<file path="config.mk">
export PLATFORM = sky130hd
export DESIGN_NAME = battleship_game_ctrl
export DESIGN_NICKNAME = d
export VERILOG_FILES = /design/src/rtl/battleship_game_ctrl.sv
export SDC_FILE = /design/constraint.sdc
export NUM_CORES = 1
export LEC_CHECK = 0
export CORE_MARGIN = 2
export CORE_UTILIZATION = 45
export CTS_CLUSTER_SIZE = 28
export DETAILED_ROUTE_END_ITERATION = 10
export PLACE_DENSITY_LB_ADDON = 0.2
export SLEW_MARGIN = 5
export SYNTH_ARGS = -nofsm -noshare
export SYNTH_HDL_FRONTEND = slang
export SYNTH_SLANG_ARGS = --single-unit
</file>
<file path="constraint.sdc">
create_clock -name clk -period 3.75 [get_ports clk]
set_input_delay 0.9375 -clock clk [delete_from_list [all_inputs] [get_ports clk]]
set_output_delay 0.9375 -clock clk [all_outputs]
set_load 0.01 [all_outputs]
</file>
<file path="src/rtl/battleship_game_ctrl.sv">
// Battleship game sequencer: button conditioning, cursor, fire/clear strobes and game phase.
// Optional AUTO_REPEAT_EN: held direction buttons re-trigger a move every REPEAT_CYCLES in PLAY.
module battleship_game_ctrl #(
  parameter int unsigned DEBOUNCE_CYCLES = 50000,
  parameter int unsigned SETTLE_CYCLES   = 3,
  parameter int unsigned GRID_N          = 10,
  parameter int unsigned REPEAT_CYCLES   = 12500000
) (
  input  logic                         clk,
  input  logic                         reset,
  input  logic                         btn_u,
  input  logic                         btn_d,
  input  logic                         btn_l,
  input  logic                         btn_r,
  input  logic                         btn_c,
  input  logic [2*GRID_N*GRID_N-1:0]   cell_status_flat,
  input  logic [4:0]                   turns_left,
  input  logic [2:0]                   ships_remaining,
  output logic [3:0]                   sprite_row,
  output logic [3:0]                   sprite_col,
  output logic                         fire,
  output logic                         board_clear,
  output logic [2:0]                   game_phase,
  output logic [6:0]                   shots_fired,
  output logic [1:0]                   last_result
);

  localparam int unsigned NB    = 5;
  localparam int unsigned B_U   = 0;
  localparam int unsigned B_D   = 1;
  localparam int unsigned B_L   = 2;
  localparam int unsigned B_R   = 3;
  localparam int unsigned B_C   = 4;
  localparam int unsigned CNT_W = $clog2(DEBOUNCE_CYCLES + 1);
  localparam int unsigned SET_W = $clog2(SETTLE_CYCLES + 1);
  localparam int unsigned SEL_W = $clog2(2 * GRID_N * GRID_N);

  localparam logic [2:0] S_IDLE  = 3'd0;
  localparam logic [2:0] S_CLEAR = 3'd1;
  localparam logic [2:0] S_PLAY  = 3'd2;
  localparam logic [2:0] S_WAIT  = 3'd3;
  localparam logic [2:0] S_WIN   = 3'd4;
  localparam logic [2:0] S_LOSE  = 3'd5;

  if (DEBOUNCE_CYCLES < 2 || SETTLE_CYCLES < 2 || GRID_N < 2 || GRID_N > 16 ||
      REPEAT_CYCLES < 1) begin : g_param_check
    $error("battleship_game_ctrl: parameter out of range");
  end

  logic [NB-1:0]            btn_raw;
  logic [NB-1:0]            sync1_q, sync2_q;
  logic [NB-1:0]            acc_q, acc_d;
  logic [NB-1:0]            press_q, press_d;
  logic [NB-1:0][CNT_W-1:0] cnt_q, cnt_d;
  logic [3:0]               dir_evt_c;

  logic [2:0]       state_q, state_d;
  logic [3:0]       row_q, row_d, col_q, col_d;
  logic [3:0]       frow_q, frow_d, fcol_q, fcol_d;
  logic [6:0]       shots_q, shots_d;
  logic [1:0]       last_q, last_d;
  logic             fire_q, fire_d, clr_q, clr_d;
  logic [SET_W-1:0] settle_q, settle_d;

  logic [SEL_W-1:0] cur_sel_c, fire_sel_c;
  logic [1:0]       cur_cell_c, fired_cell_c;

  assign btn_raw = {btn_c, btn_r, btn_l, btn_d, btn_u};

  // Debounce: count consecutive synchronized samples that differ from the accepted level.
  always_comb begin
    acc_d = acc_q;
    cnt_d = cnt_q;
    for (int i = 0; i < NB; i++) begin
      if (sync2_q[i] == acc_q[i]) begin
        cnt_d[i] = '0;
      end else if (cnt_q[i] == CNT_W'(DEBOUNCE_CYCLES - 1)) begin
        acc_d[i] = sync2_q[i];
        cnt_d[i] = '0;
      end else begin
        cnt_d[i] = cnt_q[i] + CNT_W'(1);
      end
    end
    press_d = acc_d & ~acc_q;
  end

`ifdef AUTO_REPEAT_EN
  localparam int unsigned RPT_W = $clog2(REPEAT_CYCLES + 1);

  logic [3:0][RPT_W-1:0] rpt_q, rpt_d;
  logic [3:0]            rpt_evt_c;

  // Repeat timers run only while a direction is held in PLAY.
  always_comb begin
    rpt_d     = rpt_q;
    rpt_evt_c = '0;
    for (int i = 0; i < 4; i++) begin
      if (state_q == S_PLAY && acc_q[i]) begin
        if (rpt_q[i] == RPT_W'(REPEAT_CYCLES - 1)) begin
          rpt_d[i]     = '0;
          rpt_evt_c[i] = 1'b1;
        end else begin
          rpt_d[i] = rpt_q[i] + RPT_W'(1);
        end
      end else begin
        rpt_d[i] = '0;
      end
    end
    dir_evt_c = press_q[3:0] | rpt_evt_c;
  end

  always_ff @(posedge clk) begin
    if (reset) rpt_q <= '0;
    else       rpt_q <= rpt_d;
  end
`else
  assign dir_evt_c = press_q[3:0];
`endif

  assign cur_sel_c    = SEL_W'(row_q) * SEL_W'(2 * GRID_N) + SEL_W'(col_q) * SEL_W'(2);
  assign fire_sel_c   = SEL_W'(frow_q) * SEL_W'(2 * GRID_N) + SEL_W'(fcol_q) * SEL_W'(2);
  assign cur_cell_c   = cell_status_flat[cur_sel_c +: 2];
  assign fired_cell_c = cell_status_flat[fire_sel_c +: 2];

  // Game sequencer; strobes are registered so they line up with the phase they belong to.
  always_comb begin
    state_d  = state_q;
    row_d    = row_q;
    col_d    = col_q;
    frow_d   = frow_q;
    fcol_d   = fcol_q;
    shots_d  = shots_q;
    last_d   = last_q;
    settle_d = settle_q;
    fire_d   = 1'b0;
    clr_d    = 1'b0;
    case (state_q)
      S_IDLE: begin
        if (press_q[B_C]) state_d = S_CLEAR;
      end
      S_CLEAR: begin
        row_d   = '0;
        col_d   = '0;
        shots_d = '0;
        last_d  = '0;
        state_d = S_PLAY;
      end
      S_PLAY: begin
        if (ships_remaining == 3'd0) begin
          state_d = S_WIN;
        end else if (turns_left == 5'd0) begin
          state_d = S_LOSE;
        end else if (press_q[B_C]) begin
          if (cur_cell_c == 2'b00) begin
            fire_d   = 1'b1;
            shots_d  = (shots_q == 7'd127) ? shots_q : shots_q + 7'd1;
            frow_d   = row_q;
            fcol_d   = col_q;
            settle_d = SET_W'(SETTLE_CYCLES);
            state_d  = S_WAIT;
          end
        end else begin
          if (dir_evt_c[B_U] && !dir_evt_c[B_D])
            row_d = (row_q == 4'd0) ? 4'(GRID_N - 1) : row_q - 4'd1;
          else if (dir_evt_c[B_D] && !dir_evt_c[B_U])
            row_d = (row_q == 4'(GRID_N - 1)) ? 4'd0 : row_q + 4'd1;
          if (dir_evt_c[B_L] && !dir_evt_c[B_R])
            col_d = (col_q == 4'd0) ? 4'(GRID_N - 1) : col_q - 4'd1;
          else if (dir_evt_c[B_R] && !dir_evt_c[B_L])
            col_d = (col_q == 4'(GRID_N - 1)) ? 4'd0 : col_q + 4'd1;
        end
      end
      S_WAIT: begin
        if (settle_q <= SET_W'(1)) begin
          settle_d = '0;
          last_d   = fired_cell_c;
          state_d  = S_PLAY;
        end else begin
          settle_d = settle_q - SET_W'(1);
        end
      end
      S_WIN, S_LOSE: begin
        if (press_q[B_C]) state_d = S_CLEAR;
      end
      default: state_d = S_IDLE;
    endcase
    clr_d = (state_d == S_CLEAR);
  end

  always_ff @(posedge clk) begin
    if (reset) begin
      sync1_q  <= '0;
      sync2_q  <= '0;
      acc_q    <= '0;
      cnt_q    <= '0;
      press_q  <= '0;
      state_q  <= S_IDLE;
      row_q    <= '0;
      col_q    <= '0;
      frow_q   <= '0;
      fcol_q   <= '0;
      shots_q  <= '0;
      last_q   <= '0;
      settle_q <= '0;
      fire_q   <= 1'b0;
      clr_q    <= 1'b0;
    end else begin
      sync1_q  <= btn_raw;
      sync2_q  <= sync1_q;
      acc_q    <= acc_d;
      cnt_q    <= cnt_d;
      press_q  <= press_d;
      state_q  <= state_d;
      row_q    <= row_d;
      col_q    <= col_d;
      frow_q   <= frow_d;
      fcol_q   <= fcol_d;
      shots_q  <= shots_d;
      last_q   <= last_d;
      settle_q <= settle_d;
      fire_q   <= fire_d;
      clr_q    <= clr_d;
    end
  end

  assign sprite_row  = row_q;
  assign sprite_col  = col_q;
  assign fire        = fire_q;
  assign board_clear = clr_q;
  assign game_phase  = state_q;
  assign shots_fired = shots_q;
  assign last_result = last_q;

endmodule

</file>
==> reports/qor.yml <==
detailed_routing:
  drt_iter0_markers: 560
  wl_um: 28400
  ant_nets: 0
  vias_per_cell: 5.75
  remaining_drc_errors: 0
  dr_total_vias: 8888
  wire_per_inst_um: 18.4
  first_pass_iters: 5
pwr:
  powerDensity_nw_per_um2: 281
  power.total_w: 0.00351
  ir_drop_uv: 225
  combPwrFrac: 0.117
  power_frac_seq: 0.402
  switching_share: 0.225
  pwr-share-clk: 0.481
  p_int_w: 0.00273
  leakagePower_nw: 4.21
  power_switching_w: 0.000790
cts:
  ctsResizeCount: 0
  cts_made_buffers: 17
  cts_tree: "built"
  path_clk_slew_ns: 0.06
  clockBufferDepth: 2
  cts.sinks: 132
  htree_levels: 4
  hold_buffers: 0
  cts_root_buffer: "clkbuf_16"
  clkLatencyLatePin_ns: 0.42
  post_cts.repair.setup_buffers: 0
floorplanning:
  rows: 52
  start_util: 0.458
  ios: 237
  die_h_um: 147
  core_um2: 20200
  dieArea_um2: 21700
  die_x_um: 147
timing:
  post-route-period-util: 0.936
  setup_violations: 0
  skew_ns: 0.0120
  report.final.slew_viol_count: 0
  worst_slew_pin_slew_ns: 0.981
  rsz0062_at_grt: "no"
  fmax_ghz: 0.285
  period_needed_ns: 3.51
  tns_ns: 0
  hold_viol: 0
  relSlewSlack: 0.342
final_layout:
  area_growth_pct: 35.3
  fin_nets: 1511
  diodes: 0
  drive_gt1_frac: 0.114
  fillers: 1769
place:
  port_buffers: 236
  gp_congestion: 0.952
  dpl.hpwl_um: 22400
synth:
  synth-xor-area-share: 0.0806
  synth_warnings: 0
  ys_seq_area_frac: 0.286
  syn_nets: 1288
  synth_top_family_by_area: "simple AND/OR/NAND/NOR gates"
  synthMuxAreaShare: 0.177
  synth_simple_gate_area_frac: 0.253
  netlist_area_um2: 9240
  synthAdderAreaFrac: 0.0479
  synth_edf_count: 0
  synth_compound_area_frac: 0.115
  synth.avg_cell_area_um2: 8.88
  synth_seq_cells: 132
  yosysUniqueCellTypes: 76
  async_reset_ff_frac: 0
  postSynthCellCount: 1040
  ys.flop_type: "dfxtp_1"
setup_path:
  critical_path.endpoint_type: "flop"
  arrival_ns: 3.85
  rr_endpoint: "shots_fired[4]"
  reg2reg_slack_ns: 0.24
  critPathMaxStageDelay_ns: 0.61
  crit_end: "shots_fired[4]"
  worstSetupStartpointType: "flop"
  worstSetupPathType: "reg2reg"
  crit_path_top_delay_cell: "mux4_2"
  reg2reg_from: "sprite_row[0]"
  crit_start: "sprite_row[0]"
  crit_chain: "ha_2, fa_1, xor2_1, mux4_2, o2111ai_2, nand4_1, o31a_1, nor4_1, mux2i_1"
  r2r_cells: 9
  path_max_fanout: 5
  worstPathRequired_ns: 4.09
global_routing:
  grt_pass1_wl_um: 45400
  first_global_vias: 8827
  overflow: 0
  gr-usage-all-layers: 0.263
  antenna_found_initial: 0
  grt_max_degree: 43
outcome:
  status: "finished clean"
min_path:
  hp-class: "reg2reg"
job:
  drv_cap: 0
==> cells in the final DEF, fill, tap and decap left out, types with 5 or more instances in the layout <==
master / synthesis / routed
a211oi_1: 17 / 17
a21oi_1: 38 / 38
a31oi_1: 5 / 5
and3_1: 22 / 22
buf_4: 3 / 19
clkbuf_16: 0 / 18
clkdlybuf4s50_1: 0 / 235
dfxtp_1: 132 / 130
ha_1: 29 / 27
inv_1: 22 / 22
mux2i_1: 16 / 16
mux4_2: 65 / 65
nand2_1: 68 / 68
nand2b_1: 11 / 11
nand3_1: 43 / 43
nand4_1: 16 / 16
nor2_1: 164 / 164
nor2b_1: 19 / 19
nor3_1: 57 / 57
nor3b_1: 8 / 8
nor4_1: 12 / 12
nor4b_1: 6 / 6
o211ai_1: 7 / 7
o21ai_0: 35 / 35
o22ai_1: 5 / 5
or3_1: 21 / 21
xnor2_1: 41 / 41
xor2_1: 44 / 43
==> worst max-delay path, delay by kind of cell (launching register included) <==
family	cells	cell delay (ns)
XOR/XNOR	1	0.50
AO/OA/AOI/OAI	2	0.64
adder cells (fa/ha/maj)	2	0.66
multiplexers	2	0.82
flip-flops	1	0.34
AND/OR/NAND/NOR	2	0.47
==> per-stage QoR <==
step	hold WS [ns]	cells	util	setup WS [ns]	area, um^2
final	0.436	1545	0.620	0.241	12500
after global routing	0.451	1545	0.620	0.0560	12500
after CTS	0.442	1545	0.620	0.236	12500
after detailed placement	0.426	1514	0.590	0.212	11900
after global placement	0.418	1514	0.590	0.234	11900
after floorplan	0.414	1040	-	0.440	9240
==> sequential cells by signal, summed over array words and instances (netlist names) <==
signal,cells
cnt_q,80
shots_fired,7
acc_q,5
press_q,5
sync1_q,5
sync2_q,5
fcol_q,4
frow_q,4
sprite_col,4
sprite_row,4
game_phase,3
last_result,2
settle_q,2
board_clear,1
fire,1
==> logic make-up after synthesis <==
kind of cell    after synthesis
compound gates              157
xor+xnor                     85
fa+ha+maj                    33
buf+inv                      78
flops                       132
mux                          82
simple gates                473
==> area by class of cell <==
class | count | area (um^2) | area share
Clock buffer | 19 | 464 | 0.0371
Clock inverter | 12 | 143 | 0.0114
Sequential cell | 132 | 2650 | 0.212
Inverter | 23 | 86.3 | 0.00691
Multi-Input combinational cell | 830 | 6240 | 0.499
Tap cell | 270 | 338 | 0.0270
Timing Repair Buffer | 259 | 2580 | 0.206
==> cells in the mapped netlist (all sizes together), types with 3 or more instances <==
library cell | number | area share
nand2b | 11 | 0.0074
mux2i | 16 | 0.017
nor3 | 58 | 0.032
mux4 | 65 | 0.16
or4 | 3 | 0.0024
fa | 4 | 0.0087
nand4 | 16 | 0.011
and4 | 3 | 0.0030
or2 | 4 | 0.0027
o22ai | 5 | 0.0034
nor4 | 14 | 0.011
or3 | 21 | 0.014
a211o | 4 | 0.0038
and3 | 23 | 0.016
dfxtp | 132 | 0.29
o21ai | 36 | 0.020
o21a | 4 | 0.0033
a21o | 3 | 0.0024
clkbuf | 33 | 0.013
a211oi | 17 | 0.014
nor4b | 6 | 0.0057
xor2 | 44 | 0.042
o211ai | 7 | 0.0057
nand2 | 69 | 0.028
ha | 29 | 0.039
a21oi | 39 | 0.022
nor2b | 19 | 0.013
a31oi | 5 | 0.0034
inv | 23 | 0.0093
buf | 22 | 0.017
nor3b | 9 | 0.0079
o311ai | 6 | 0.0057
nand3 | 43 | 0.023
nor2 | 164 | 0.067
o41ai | 3 | 0.0028
xnor2 | 41 | 0.039
o31ai | 3 | 0.0024
==> per-layer routing <==
metal  track usage  routed length (um)  vias up
li1              -                   -     4288
met1         0.345               12000     4199
met2         0.432               13600      344
met3        0.0553                1900       57
met4        0.0894                 857        0
met5             0                   0        -
==> power by group through the flow <==
stage,clock network (W),registers [W],logic (W)
after floorplan,0,0.00144,0.000119
after global placement,0,0.00144,0.000401
after detailed placement,0,0.00144,0.000406
after CTS,0.00172,0.00141,0.000407
after global routing,0.00178,0.00141,0.000435
final,0.00169,0.00141,0.000411
==> worst min path at each step <==
stage               start         end  cells past startpoint
2_1_floorplan  sync1_q[0]  sync2_q[0]                      1
3_3_place_gp   sync1_q[0]  sync2_q[0]                      1
3_5_place_dp   sync1_q[0]  sync2_q[0]                      1
4_1_cts        sync1_q[0]  sync2_q[0]                      1
5_1_grt        sync1_q[3]  sync2_q[3]                      1
6_report       sync1_q[0]  sync2_q[0]                      1
No activity file was read; power rests on OpenSTA's default activity.
